--- config.mk ---
export PLATFORM = sky130hd
export DESIGN_NAME = brightness_scheduler
export DESIGN_NICKNAME = d
export VERILOG_FILES = /design/src/rtl/brightness_pkg.sv /design/src/rtl/brightness_step_timer.sv /design/src/rtl/brightness_scheduler.sv
export SDC_FILE = /design/constraint.sdc
export NUM_CORES = 1
export LEC_CHECK = 0
export CAP_MARGIN = 20
export CORE_AREA = 2 2 39 41
export CTS_CLUSTER_SIZE = 12
export DETAILED_ROUTE_END_ITERATION = 8
export DIE_AREA = 0 0 41 43
export DONT_BUFFER_PORTS = 1
export SKIP_LAST_GASP = 1
export SYNTH_ARGS = -nofsm -noshare
export SYNTH_HDL_FRONTEND = slang
export SYNTH_SLANG_ARGS = --single-unit
--- constraint.sdc ---
create_clock -name clk -period 1.5 [get_ports clk]
set_input_delay 0.45 -clock clk [delete_from_list [all_inputs] [get_ports clk]]
set_output_delay 0.45 -clock clk [all_outputs]
set_load 0.01 [all_outputs]
--- src/rtl/brightness_pkg.sv ---
// Shared types for the brightness scheduler.
// Fade build is selected with BRIGHTNESS_FADE_EN.
package brightness_pkg;

  localparam int BRIGHTNESS_W = 4;

  typedef enum logic [1:0] {
    IDLE,
    WAIT_FRAME,
    APPLY,
    HOLD
  } ctrl_fsm_e;

  typedef enum logic {
    STEP_UP,
    STEP_DOWN
  } step_dir_e;

endpackage

--- src/rtl/brightness_step_timer.sv ---
// Counts frame_start pulses while the scheduler holds between ramp steps.
// Only instantiated when BRIGHTNESS_FADE_EN is defined.
module brightness_step_timer
  import brightness_pkg::*;
#(
  parameter int FRAMES = 2
) (
  input  logic clk,
  input  logic reset_n,
  input  logic en,
  input  logic frame_start,
  output logic done
);

  localparam int CW = (FRAMES > 2) ? $clog2(FRAMES) : 1;
  localparam int LAST_I = (FRAMES > 1) ? FRAMES - 2 : 0;
  localparam logic [CW-1:0] LAST = CW'(LAST_I);

  logic [CW-1:0] cnt_q, cnt_d;

  always_comb begin
    done  = en && frame_start && (cnt_q == LAST);
    cnt_d = cnt_q;
    if (!en) begin
      cnt_d = '0;
    end else if (frame_start) begin
      cnt_d = done ? '0 : cnt_q + 1'b1;
    end
  end

  always_ff @(posedge clk or negedge reset_n) begin
    if (!reset_n) begin
      cnt_q <= '0;
    end else begin
      cnt_q <= cnt_d;
    end
  end

endmodule

--- src/rtl/brightness_scheduler.sv ---
// Live brightness owner: arbitrates command/auto-dim and applies on frames.
// Define BRIGHTNESS_FADE_EN to ramp one code per step instead of jumping.
module brightness_scheduler
  import brightness_pkg::*;
#(
  parameter int BRIGHTNESS_LEVELS = BRIGHTNESS_W,
  parameter logic [BRIGHTNESS_LEVELS-1:0] BRIGHTNESS_RESET = '1,
  parameter int FADE_FRAMES_PER_STEP = 2
) (
  input  logic                         clk,
  input  logic                         reset_n,
  input  logic                         frame_start,
  input  logic                         cmd_en,
  input  logic [BRIGHTNESS_LEVELS-1:0] cmd_data,
  input  logic                         auto_en,
  input  logic [BRIGHTNESS_LEVELS-1:0] auto_data,
  output logic                         auto_ack,
  output logic                         cmd_ack,
  output logic [BRIGHTNESS_LEVELS-1:0] brightness_out,
  output logic                         brightness_upd,
  output logic                         busy
);

  localparam int BL = BRIGHTNESS_LEVELS;

  ctrl_fsm_e state_q, state_d;
  logic [BL-1:0] target_q, target_d;
  logic [BL-1:0] bright_q, bright_d;
  logic [BL-1:0] next_val;
  logic cmd_ack_q, cmd_ack_d;
  logic auto_ack_q, auto_ack_d;
  logic upd_q, upd_d;
  logic auto_take;
  logic hold_done;

  // Auto is still high in its ack cycle; don't accept it twice.
  always_comb begin
    auto_take  = auto_en && !cmd_en && !auto_ack_q;
    cmd_ack_d  = cmd_en;
    auto_ack_d = auto_take;
    target_d   = target_q;
    if (cmd_en) begin
      target_d = cmd_data;
    end else if (auto_take) begin
      target_d = auto_data;
    end
  end

`ifdef BRIGHTNESS_FADE_EN
  step_dir_e dir;

  always_comb begin
    dir = (target_q > bright_q) ? STEP_UP : STEP_DOWN;
    if (target_q == bright_q) begin
      next_val = bright_q;
    end else if (dir == STEP_UP) begin
      next_val = bright_q + 1'b1;
    end else begin
      next_val = bright_q - 1'b1;
    end
  end

  brightness_step_timer #(
    .FRAMES(FADE_FRAMES_PER_STEP)
  ) u_step_timer (
    .clk        (clk),
    .reset_n    (reset_n),
    .en         (state_q == HOLD),
    .frame_start(frame_start),
    .done       (hold_done)
  );
`else
  assign next_val  = target_q;
  assign hold_done = 1'b0;
`endif

  always_comb begin
    state_d  = state_q;
    bright_d = bright_q;
    upd_d    = 1'b0;
    unique case (state_q)
      IDLE: begin
        if (target_q != bright_q) state_d = WAIT_FRAME;
      end
      WAIT_FRAME: begin
        if (frame_start) begin
          bright_d = next_val;
          upd_d    = (next_val != bright_q);
          state_d  = upd_d ? APPLY : IDLE;
        end
      end
      APPLY: begin
`ifdef BRIGHTNESS_FADE_EN
        state_d = (FADE_FRAMES_PER_STEP > 1) ? HOLD : IDLE;
`else
        state_d = IDLE;
`endif
      end
      HOLD: begin
        if (hold_done) state_d = IDLE;
      end
      default: state_d = IDLE;
    endcase
  end

  always_ff @(posedge clk or negedge reset_n) begin
    if (!reset_n) begin
      state_q    <= IDLE;
      target_q   <= BRIGHTNESS_RESET;
      bright_q   <= BRIGHTNESS_RESET;
      cmd_ack_q  <= 1'b0;
      auto_ack_q <= 1'b0;
      upd_q      <= 1'b0;
    end else begin
      state_q    <= state_d;
      target_q   <= target_d;
      bright_q   <= bright_d;
      cmd_ack_q  <= cmd_ack_d;
      auto_ack_q <= auto_ack_d;
      upd_q      <= upd_d;
    end
  end

  assign cmd_ack        = cmd_ack_q;
  assign auto_ack       = auto_ack_q;
  assign brightness_out = bright_q;
  assign brightness_upd = upd_q;
  assign busy = (state_q != IDLE) || (target_q != bright_q);

endmodule

==> flow_summary.yaml <==
grt:
  grt_use_total_pct: 16.4
  busiest_layer: "met2"
  grt_use_met2_pct: 27.5
  met3_usage_pct: 4.71
  grtUsageMet1_pct: 19.6
  grt_pass1_vias: 414
  grt_pass1_wl_mm: 1.92
  grt-ovfl-total: 0
  grt_start_max_net_pins: 11
  grt_antenna_before_repair: 0
floorplan:
  dieArea_mm2: 0.00176
  die_h_um: 43
  ios: 21
  core_mm2: 0.00138
  die_width_um: 41
  rows: 14
  start_util_pct: 44.8
sta:
  finalMaxSlewViolations: 0
  finalHoldViolCount: 0
  rsz0062_at_grt: "yes"
  finalCritPeriodShare_pct: 120
  finalSetupViolCount: 3
  max_freq_mhz: 554
  worst_slack_ps: -303
  fin_crit_ps: 1800
  slew_headroom_pct: 76.8
  tightest_slew_ps: 347
  finClkSkew_ps: 0.721
drt:
  routedWlPerCell_um: 14.0
  viasPerCell: 5.04
  drt_iter0_drc: 0
  vias: 418
  dr.pass1.iters: 1
  wl_mm: 1.16
  remaining_drc_errors: 0
  ant_nets: 0
worst_hold_path:
  min_path_type: "in -> reg"
clocking:
  cts-root-buf: "clkbuf_4"
  cts_sinks: 13
  cts_tree: "done"
  clk_pin_slew_ps: 80
  clockBufferDepth: 2
  cts_max_level: 1
  cts_buffers: 3
  insertion_delay_ps: 260
synthesis:
  synth_top_area_cell: "dfstp_2"
  synth_cells: 51
  ys_ff_latch: 13
  synth.net_count: 67
  seq_area_frac_synth_pct: 54.0
  synth-async-reset-ratio_pct: 100
  syn_avg_cell_area_um2: 12.2
  yosys-top-cells-area: "dfstp_2, dfrtp_1, mux2i_1"
  ys.flop_type: "dfstp_2"
  synth.most_common_cell: "dfstp_2"
  synth_area_um2: 621
  synth_common_cells: "dfstp_2, nand2_1, dfrtp_1, mux2i_1"
  yosysUniqueCellTypes: 16
  yosys.area.top_type_share_pct: 33.9
  yosys_warnings: 0
  synth-edff-count: 0
setup_path:
  cp-end-kind: "output pin"
  crit_path_top_delay_cell: "dfstp_2"
  cp.arrival_ps: 1350
  path_buf_inv: 0
  cp_top_family: "flip-flops"
  critPathKind: "reg -> out"
  start_kind: "register"
  slowest_delay_ps: 540
  cp.required_ps: 1050
  crit_fanout: 2
  cp_cell_sequence: "xor2_1 -> nor4_2 -> nand2_1"
pwr:
  power_mw: 1.38
  p_leak_nw: 0.372
  vdd_drop_max_v: 0.000764
  power_density_mw_per_mm2: 1770
place:
  placed_cells: 74
  post-place-ws_ps: -133
  gp_congestion: 0.646
  port_buffers: 0
  placed_cell_area_um2: 701
  hpwl_um: 906
cells_and_area:
  synthToLayoutAreaGrowth_pct: 25.8
  nNetsFinal: 84
  layout.cells.non_filler: 83
  drive_gt1_share_pct: 37.3
  n_antenna_cell: 0
  fin_area_um2: 781
status:
  failed_checks: "setup timing"
  status: "finished, violations left"
job:
  maxCapViolations: 0
path summary, 6_finish.rpt:
| path | startpoint | cells after the start | slack, ps | end |
|---|---|---|---|---|
| min in group asynchronous | reset_n | 1 | 480 | brightness_upd$_DFF_PN0_ |
| worst min register to register | state_q[0]$_DFFE_PN0P_ | 2 | 600 | state_q[0]$_DFFE_PN0P_ |
| worst max-delay path | next_val[2]$_DFFE_PN1P_ | 3 | -300 | busy |
| worst max register to register | next_val[1]$_DFFE_PN1P_ | 6 | -250 | state_q[1]$_DFFE_PN0P_ |
| worst min-delay path | cmd_en | 0 | 210 | cmd_ack$_DFF_PN0_ |
| max in group asynchronous | reset_n | 1 | 680 | brightness_out[1]$_DFFE_PN1P_ |
where the power goes:
group	switching [mW]	internal, mW	total (mW)
Sequential	0.0737	0.503	0.577
Combinational	0.285	0.316	0.600
Clock	0.105	0.103	0.208
sequential cells by signal (all words and copies together) (netlist names):
register and flops:
auto_ack 1, cmd_ack 1, brightness_upd 1, state_q 2, brightness_out 4, next_val 4
logic make-up after synthesis:
| family | Yosys count | synth area share [%] |
|---|---|---|
| XOR/XNOR | 4 | 5.64 |
| adder cells (fa/ha/maj) | 3 | 6.05 |
| AO/OA/AOI/OAI | 6 | 6.45 |
| AND/OR/NAND/NOR | 11 | 9.48 |
| buffers and inverters | 5 | 3.02 |
| flip-flops | 13 | 54.0 |
| multiplexers | 9 | 15.3 |
per-stage QoR:
step                      setup TNS, ps  hold WS [ps]  util (%)
after global routing               -939           183      56.4
after floorplan                    -122           154         -
after CTS                          -605          10.6      55.2
after global placement            -94.1           155      50.6
final                              -783           209      56.4
after detailed placement           -209           155      50.6
repair_timing:
action                                 in CTS  in global routing
hold buffers                                1                  1
buffers inserted                            2                  1
pin swaps                                   2                  1
setup endpoints to repair                   3                  3
gates cloned                                0                  0
endpoints found under the hold margin       5                  8
gates resized for setup                     1                  0
metal layers:
| layer | share of wire, % | up-vias |
|---|---|---|
| met2 | 54 | 16 |
| met1 | 38 | 201 |
| met3 | 7.2 | 0 |
| met5 | 0 | - |
| li1 | - | 201 |
| met4 | 0 | 0 |
layout by cell type, fill, tap and decap left out:
master          n
mux2_1          4
nor2_1          2
dfstp_2         8
buf_4          12
nor4_2          1
dfrtp_1         5
clkbuf_4        3
xor2_1          4
mux2i_1         5
clkbuf_1        1
nand2_1         6
inv_1           3
nand2b_1        1
or4b_1          1
a221oi_4        1
dlygate4sd3_1   2
ha_1            3
o21ai_0         1
o21ai_1         4
area by class of cell:
cell class	instances	area, um2
clock buffer	4	26.3
tap	16	20.0
sequential	13	335
inverter	3	11.3
fill	117	603
multi-input combinational	33	278
timing repair buffer	14	110
Note: power is estimated with default switching activity, not from simulation.
